--- config.mk ---
export PLATFORM = sky130hd
export DESIGN_NAME = bpred_btb_flat
export DESIGN_NICKNAME = d
export VERILOG_FILES = /design/src/rtl/bpred_btb_if.sv /design/src/rtl/bpred_btb.sv /design/src/flat_wrapper.sv
export SDC_FILE = /design/constraint.sdc
export NUM_CORES = 2
export LEC_CHECK = 0
export BUFFER_PORTS_ARGS = -buffer_cell sky130_fd_sc_hd__buf_2
export CAP_MARGIN = 20
export CELL_PAD_IN_SITES_DETAIL_PLACEMENT = 0
export CELL_PAD_IN_SITES_GLOBAL_PLACEMENT = 1
export CORE_AREA = 2 2 659 399
export DETAILED_ROUTE_END_ITERATION = 16
export DIE_AREA = 0 0 661 401
export MAX_ROUTING_LAYER = met4
export PLACE_DENSITY_LB_ADDON = 0.1
export SLEW_MARGIN = 20
export SYNTH_ARGS = -nofsm -noshare
export SYNTH_HDL_FRONTEND = slang
export SYNTH_SLANG_ARGS = --single-unit
export TNS_END_PERCENT = 50
--- constraint.sdc ---
create_clock -name clk -period 8.6 [get_ports clk]
set_clock_uncertainty 0.2 [all_clocks]
set_input_delay 1.29 -clock clk [delete_from_list [all_inputs] [get_ports clk]]
set_output_delay 1.29 -clock clk [all_outputs]
set_load 0.02 [all_outputs]
--- src/rtl/bpred_btb_if.sv ---
// Fetch/resolve bus of the branch predictor / branch target buffer.
// The master side is the pipeline (fetch lookup + execute writeback),
// the slave side is the predictor itself.
interface bpred_btb_if #(
  parameter int XLEN      = 32,
  parameter int STAT_BITS = 32
);

  // Status
  logic                 ready;

  // Fetch-side lookup
  logic [XLEN-1:0]      lk_pc;
  logic                 lk_valid;
  logic                 pred_taken;
  logic [XLEN-1:0]      pred_target;

  // Resolve-side training
  logic                 upd_valid;
  logic [XLEN-1:0]      upd_pc;
  logic                 upd_taken;
  logic [XLEN-1:0]      upd_target;
  logic                 upd_pred_taken;
  logic                 mispredict;

  // Statistics
  logic [STAT_BITS-1:0] stat_branches;
  logic [STAT_BITS-1:0] stat_mispredicts;

  modport master (
    input  ready,
    output lk_pc, lk_valid,
    input  pred_taken, pred_target,
    output upd_valid, upd_pc, upd_taken, upd_target, upd_pred_taken,
    input  mispredict,
    input  stat_branches, stat_mispredicts
  );

  modport slave (
    output ready,
    input  lk_pc, lk_valid,
    output pred_taken, pred_target,
    input  upd_valid, upd_pc, upd_taken, upd_target, upd_pred_taken,
    output mispredict,
    output stat_branches, stat_mispredicts
  );

endinterface

--- src/rtl/bpred_btb.sv ---
// Dynamic branch predictor with branch target buffer.
// Direct-mapped table of {valid, tag, target, saturating counter}, indexed
// by pc[IDX_BITS+1:2]. Lookup is purely combinational; training happens at
// the clock edge from the resolve stage. After reset the table is swept
// clean one entry per cycle before the predictor reports ready.
// The interface XLEN/STAT_BITS parameters must match the module's.
module bpred_btb #(
  parameter int XLEN      = 32,
  parameter int IDX_BITS  = 6,
  parameter int TAG_BITS  = 8,
  parameter int CTR_BITS  = 2,
  parameter int STAT_BITS = 32
) (
  input  logic       clk,
  input  logic       reset,
  bpred_btb_if.slave bus
);

  localparam int ENTRIES = 1 << IDX_BITS;

  // Counter encodings: all-ones saturation, weakly-not-taken and weakly-taken
  localparam logic [CTR_BITS-1:0] CTR_MAX = '1;
  localparam logic [CTR_BITS-1:0] CTR_WNT = CTR_MAX >> 1;
  localparam logic [CTR_BITS-1:0] CTR_WT  = CTR_WNT + CTR_BITS'(1);

  localparam logic [STAT_BITS-1:0] STAT_MAX = '1;

  typedef enum logic {
    INIT,
    RUN
  } state_t;

  state_t               state;
  logic                 ready_q;
  logic [IDX_BITS-1:0]  init_idx;
  logic [STAT_BITS-1:0] stat_br_q;
  logic [STAT_BITS-1:0] stat_mp_q;

  // Entry storage
  logic                 valid_mem [ENTRIES];
  logic [TAG_BITS-1:0]  tag_mem   [ENTRIES];
  logic [XLEN-1:0]      tgt_mem   [ENTRIES];
  logic [CTR_BITS-1:0]  ctr_mem   [ENTRIES];

  // Lookup side
  logic [IDX_BITS-1:0]  lk_idx;
  logic [TAG_BITS-1:0]  lk_tag;
  logic                 lk_hit;
  logic                 lk_taken;

  // Update side
  logic [IDX_BITS-1:0]  upd_idx;
  logic [TAG_BITS-1:0]  upd_tag;
  logic                 upd_hit;
  logic                 upd_fire;
  logic                 upd_misp;
  logic [CTR_BITS-1:0]  ctr_cur;
  logic [CTR_BITS-1:0]  ctr_up;
  logic [CTR_BITS-1:0]  ctr_dn;

  // Only the index/tag slices of the PCs steer the table; this absorbs the rest
  logic unused_pc_bits;
  assign unused_pc_bits = ^{bus.lk_pc, bus.upd_pc};

  // Combinational lookup against the current (pre-update) table contents
  always_comb begin
    lk_idx   = bus.lk_pc[IDX_BITS+1:2];
    lk_tag   = bus.lk_pc[IDX_BITS+2 +: TAG_BITS];
    lk_hit   = valid_mem[lk_idx] && (tag_mem[lk_idx] == lk_tag);
    lk_taken = ready_q && bus.lk_valid && lk_hit && ctr_mem[lk_idx][CTR_BITS-1];
  end

  // Decode the resolved branch and precompute the saturated counter steps
  always_comb begin
    upd_idx  = bus.upd_pc[IDX_BITS+1:2];
    upd_tag  = bus.upd_pc[IDX_BITS+2 +: TAG_BITS];
    upd_hit  = valid_mem[upd_idx] && (tag_mem[upd_idx] == upd_tag);
    upd_fire = ready_q && bus.upd_valid;
    upd_misp = upd_fire && (bus.upd_taken ^ bus.upd_pred_taken);
    ctr_cur  = ctr_mem[upd_idx];
    ctr_up   = (ctr_cur == CTR_MAX) ? CTR_MAX : ctr_cur + CTR_BITS'(1);
    ctr_dn   = (ctr_cur == '0) ? '0 : ctr_cur - CTR_BITS'(1);
  end

  // Init/run sequencer, ready flag and saturating statistics
  always_ff @(posedge clk) begin
    if (reset) begin
      state     <= INIT;
      ready_q   <= 1'b0;
      init_idx  <= '0;
      stat_br_q <= '0;
      stat_mp_q <= '0;
    end else begin
      case (state)
        INIT: begin
          init_idx <= init_idx + IDX_BITS'(1);
          if (init_idx == '1) begin
            state   <= RUN;
            ready_q <= 1'b1;
          end
        end
        RUN: begin
          if (bus.upd_valid) begin
            if (stat_br_q != STAT_MAX) stat_br_q <= stat_br_q + STAT_BITS'(1);
            if (upd_misp && (stat_mp_q != STAT_MAX)) stat_mp_q <= stat_mp_q + STAT_BITS'(1);
          end
        end
        default: begin
          state   <= INIT;
          ready_q <= 1'b0;
        end
      endcase
    end
  end

  // Table writes: clearing sweep while initialising, training once running
  always_ff @(posedge clk) begin
    if (!reset) begin
      if (state == INIT) begin
        valid_mem[init_idx] <= 1'b0;
        ctr_mem[init_idx]   <= CTR_WNT;
      end else if (upd_fire) begin
        if (upd_hit) begin
          if (bus.upd_taken) begin
            ctr_mem[upd_idx] <= ctr_up;
            tgt_mem[upd_idx] <= bus.upd_target;
          end else begin
            ctr_mem[upd_idx] <= ctr_dn;
          end
        end else if (bus.upd_taken) begin
          valid_mem[upd_idx] <= 1'b1;
          tag_mem[upd_idx]   <= upd_tag;
          tgt_mem[upd_idx]   <= bus.upd_target;
          ctr_mem[upd_idx]   <= CTR_WT;
        end
      end
    end
  end

  assign bus.ready            = ready_q;
  assign bus.pred_taken       = lk_taken;
  assign bus.pred_target      = lk_taken ? tgt_mem[lk_idx] : bus.lk_pc + XLEN'(4);
  assign bus.mispredict       = upd_misp;
  assign bus.stat_branches    = stat_br_q;
  assign bus.stat_mispredicts = stat_mp_q;

endmodule

--- src/flat_wrapper.sv ---
// flat-port wrapper written by rule: the top's interface ports become plain ports
module bpred_btb_flat 
#(
  parameter int XLEN      = 32,
  parameter int IDX_BITS  = 6,
  parameter int TAG_BITS  = 8,
  parameter int CTR_BITS  = 2,
  parameter int STAT_BITS = 32
)
  (clk, reset, bus_ready, bus_lk_pc, bus_lk_valid, bus_pred_taken, bus_pred_target, bus_upd_valid, bus_upd_pc, bus_upd_taken, bus_upd_target, bus_upd_pred_taken, bus_mispredict, bus_stat_branches, bus_stat_mispredicts);
  bpred_btb_if #(.XLEN(XLEN), .STAT_BITS(STAT_BITS)) bus_i ();
  input  logic clk;
  input  logic reset;
  output wire logic [$bits(bus_i.ready)-1:0] bus_ready;
  input wire logic [$bits(bus_i.lk_pc)-1:0] bus_lk_pc;
  input wire logic [$bits(bus_i.lk_valid)-1:0] bus_lk_valid;
  output wire logic [$bits(bus_i.pred_taken)-1:0] bus_pred_taken;
  output wire logic [$bits(bus_i.pred_target)-1:0] bus_pred_target;
  input wire logic [$bits(bus_i.upd_valid)-1:0] bus_upd_valid;
  input wire logic [$bits(bus_i.upd_pc)-1:0] bus_upd_pc;
  input wire logic [$bits(bus_i.upd_taken)-1:0] bus_upd_taken;
  input wire logic [$bits(bus_i.upd_target)-1:0] bus_upd_target;
  input wire logic [$bits(bus_i.upd_pred_taken)-1:0] bus_upd_pred_taken;
  output wire logic [$bits(bus_i.mispredict)-1:0] bus_mispredict;
  output wire logic [$bits(bus_i.stat_branches)-1:0] bus_stat_branches;
  output wire logic [$bits(bus_i.stat_mispredicts)-1:0] bus_stat_mispredicts;
  assign bus_ready = bus_i.ready;
  assign bus_i.lk_pc = bus_lk_pc;
  assign bus_i.lk_valid = bus_lk_valid;
  assign bus_pred_taken = bus_i.pred_taken;
  assign bus_pred_target = bus_i.pred_target;
  assign bus_i.upd_valid = bus_upd_valid;
  assign bus_i.upd_pc = bus_upd_pc;
  assign bus_i.upd_taken = bus_upd_taken;
  assign bus_i.upd_target = bus_upd_target;
  assign bus_i.upd_pred_taken = bus_upd_pred_taken;
  assign bus_mispredict = bus_i.mispredict;
  assign bus_stat_branches = bus_i.stat_branches;
  assign bus_stat_mispredicts = bus_i.stat_mispredicts;
  bpred_btb #(.XLEN(XLEN), .IDX_BITS(IDX_BITS), .TAG_BITS(TAG_BITS), .CTR_BITS(CTR_BITS), .STAT_BITS(STAT_BITS)) u_core (.clk(clk), .reset(reset), .bus(bus_i));
endmodule
==> results by group <==
Critical path
  • Critical Path End: bus_pred_target[12]
  • Reg2reg setup slack: 3.01 ns
  • Maximum net fanout on the critical path: 38
  • Worst r2r src: u_core.bus.ready
  • Startpoint Class: primary input
  • R2R Path End: u_core.tgt_mem[48][0]
  • Crit path kind: primary input to primary output
  • Critical Path RT: 7.11 ns
  • CP Capture Type: primary output
  • Worst R2R Path Depth: 6
  • CP startpoint: bus_lk_pc[2]
  • Arrival @ worst endpoint: 5.70 ns

Global routing
  • Vias in the first global route: 60111
  • Initial antenna violation count: 21
  • Largest net degree at the start of global routing: 125
  • Grt total ovfl: 0
  • Global-route wire length before repair: 498 mm
  • Total GRT Usage: 0.280

Timing
  • Worst Max-Slew Pin Slew: 1.13 ns
  • Setup TNS: 0 ns
  • Slew Limit Fails: 0
  • Hold Fails Final Rpt: 0
  • RSZ-0062 raised after global routing: false
  • Fin crit share: 0.836
  • Max-slew headroom: 0.245
  • Tightest hold margin: 0.300 ns
  • Max Freq: 139 MHz
  • Final setup vio count: 0
  • Period minus WS final: 7.19 ns

Clock tree
  • # Post-CTS Setup Buffers: 0
  • Max H-tree Level: 5
  • Worst-case clock buffer depth: 4
  • Clock tree from TritonCTS: done
  • Hold-fix buffers, CTS: 0
  • CTS clk-pin slew, worst paths: 0.06 ns
  • CTS sink count: 2824
  • PostCTS Resize Cnt: 0
  • Worst skew pair latency: 0.85 ns
  • Number of buffers created by CTS: 279
  • Clk root buf: clkbuf_16

Yosys
  • Top post-synthesis cells by area: edfxtp_1 71%, mux4_2 18%, dfxtp_1 1.2%, mux2i_1 0.97%, nand2_1 0.74%
  • Multiplexer share of the synthesized area: 0.192
  • Synth Instances: 5631
  • Compound-Gate Fraction of Synth Area: 0.0295
  • Register area share after synthesis: 0.724
  • Syn_nets: 5737
  • Post-synthesis adder-cell area fraction: 0.000431
  • Yosys top cell by area: edfxtp_1
  • Warnings from Yosys: 0
  • Cell Area, Synth: 116000 µm²
  • Yosys reg bits: 2824
  • Ys flop type: edfxtp_1
  • Number of synthesized flops with an enable pin: 2752
  • Avg Inst Size Synth: 20.6 µm²
  • XOR/XNOR Fraction of Synth Area: 0.00739
  • Largest family of logic cells by synthesized area: multiplexers
  • Ys async rst share: 0
  • Netlist cell types: 75
  • Synth Area in Simple Gates: 0.0302
  • Synth top area share: 0.712

Floorplan
  • CORE AREA: 259000 µm²
  • Area of the die: 265000 µm²
  • Initial Util: 0.449
  • Die height: 401 µm
  • Die width: 661 µm
  • Rows: 145
  • IO Count: 201

Routing
  • Highest metal used: met4
  • DR DRC count: 0
  • ANT nets after route: 0
  • Drt total wl: 364 mm
  • Drt wl/cell: 37.5 µm
  • Vias: 63114
  • DR vias/cell: 6.50
  • M1 WL: 164 mm
  • DRT iter0 DRCs: 9570
  • Drt pass-1 iters: 6
  • WL met2: 147 mm
  • Met3 routed WL: 45.0 mm

Placed design
  • IO buf count: 182
  • HPWL Detailed: 222 mm
  • GPL Wtd Cong: 0.922

Power
  • Cell area power density: 219 nW/µm²
  • Sw frac: 0.221
  • Pleak: 41.2 nW
  • Logic pwr share: 0.059
  • Sequential power share: 0.523
  • Clock power share: 0.418
  • P_sw: 6.37 mW
  • Total power: 28.8 mW
  • Peak supply drop: 0.000145 V
  • Int Pwr: 22.4 mW

Finish
  • Share of cells above drive strength 1: 0.316
  • Leading cell type in the layout, fill and taps excluded: edfxtp_1
  • Synthesis-to-finish area growth: 13.5%
  • Most frequent cells in the layout: 2752 x edfxtp_1, 908 x mux4_2, 308 x buf_4
  • Area of the multi-input gates: 30800 µm²
  • Final nets: 6131
  • FF/Latch Area: 84100 µm²
  • Filler cell count: 20592

Min path
  • Hold wc startpoint: u_core.bus.stat_branches[19]
  • Hold Crit Class: register to register

Run
  • Maxcap violations: 0

Outcome
  • Status: completed
## worst min path at each step
stage,endpoint,depth (start not counted)
floorplan,u_core.init_idx[0],2
global placement,u_core.bus.stat_branches[27],2
detailed placement,u_core.bus.stat_branches[19],2
CTS,u_core.bus.stat_branches[19],2
global route,u_core.bus.stat_mispredicts[13],2
finish,u_core.bus.stat_branches[19],2
## cells in the mapped netlist (all sizes together) (4+ instances only)
master and n:
o22ai 39, o221ai 7, dfxtp 72, buf 189, nor3b 6, nand2 228, nor2 195, o2bb2ai 9
nor3 80, nand2b 10, o31ai 63, a221o 15, o22a 5, and3 20, inv 10, o32ai 12
mux4 908, o21ai 126, a221oi 50, a31oi 11, nand4 29, a21oi 46, and4 9, a22o 12
a222oi 4, mux2i 112, edfxtp 2752, mux2 69, nand3 105, nor4 8, or3 15, ha 4
and2 13, nor2b 16, clkbuf 191, xnor2 48, nand3b 4, xor2 50, or2 7, a22oi 45
## worst max-delay path: stages
cell and delay, ns:
buf_8 0.45, buf_4 0.44, buf_4 0.46, mux4_2 0.59, mux4_2 0.52, mux2i_1 0.19
xnor2_1 0.18, nand2_1 0.08, nand2_1 0.10, nor4_1 0.05, nand4_1 0.10, buf_4 0.48
mux2_1 0.50, buf_2 0.21
## per-layer routing
metal,track usage,up-vias
met5,-,-
met4,0.0588,0
met3,0.0814,480
met2,0.358,3743
met1,0.441,34217
li1,-,24674
## registers in the layout, indices dropped and copies added, names as in the netlist
name,cells
u_core.valid_mem,64
u_core.tag_mem,512
u_core.bus.stat_mispredicts,32
u_core.bus.stat_branches,32
u_core.state,1
u_core.bus.ready,1
u_core.init_idx,6
u_core.tgt_mem,2048
u_core.ctr_mem,128
## power groups by stage
| stage | registers (mW) | logic [mW] | clock network (mW) |
|---|---|---|---|
| 6_report | 15.1 | 1.70 | 12.0 |
| 5_1_grt | 15.1 | 1.77 | 12.7 |
| 4_1_cts | 15.1 | 1.68 | 12.2 |
| 3_5_place_dp | 15.4 | 1.67 | 0 |
| 3_3_place_gp | 15.4 | 1.66 | 0 |
| 2_1_floorplan | 15.4 | 0.902 | 0 |
## final cells by class
type / instances / area share
Sequential cell: 2824 / 0.638
Antenna cell: 18 / 0.000342
Inverter: 11 / 0.000323
Clock buffer: 358 / 0.0573
Timing Repair Buffer: 493 / 0.0285
Clock inverter: 134 / 0.00877
Tap cell: 3454 / 0.0328
Multi-Input combinational cell: 2416 / 0.234
## kinds of logic after synthesis
| group | Yosys count |
|---|---|
| xor gates and xnor gates | 98 |
| and+or+nand+nor | 755 |
| AOI/OAI and AO/OA | 470 |
| adders and majority gates | 4 |
| buffers and inverters | 391 |
| muxes | 1089 |
| DFF | 2824 |
## stage by stage
stage / instances / worst slack, ns / area, µm² / utilization
6_report: 9708 / 1.41 / 132000 / 0.509
5_1_grt: 9698 / 1.23 / 132000 / 0.509
4_1_cts: 9689 / 1.37 / 132000 / 0.509
3_5_place_dp: 9197 / 1.38 / 123000 / 0.475
3_3_place_gp: 9194 / 1.38 / 123000 / 0.475
2_1_floorplan: 5631 / 2.12 / 116000 / -
Note: power is estimated with default switching activity, not from simulation.
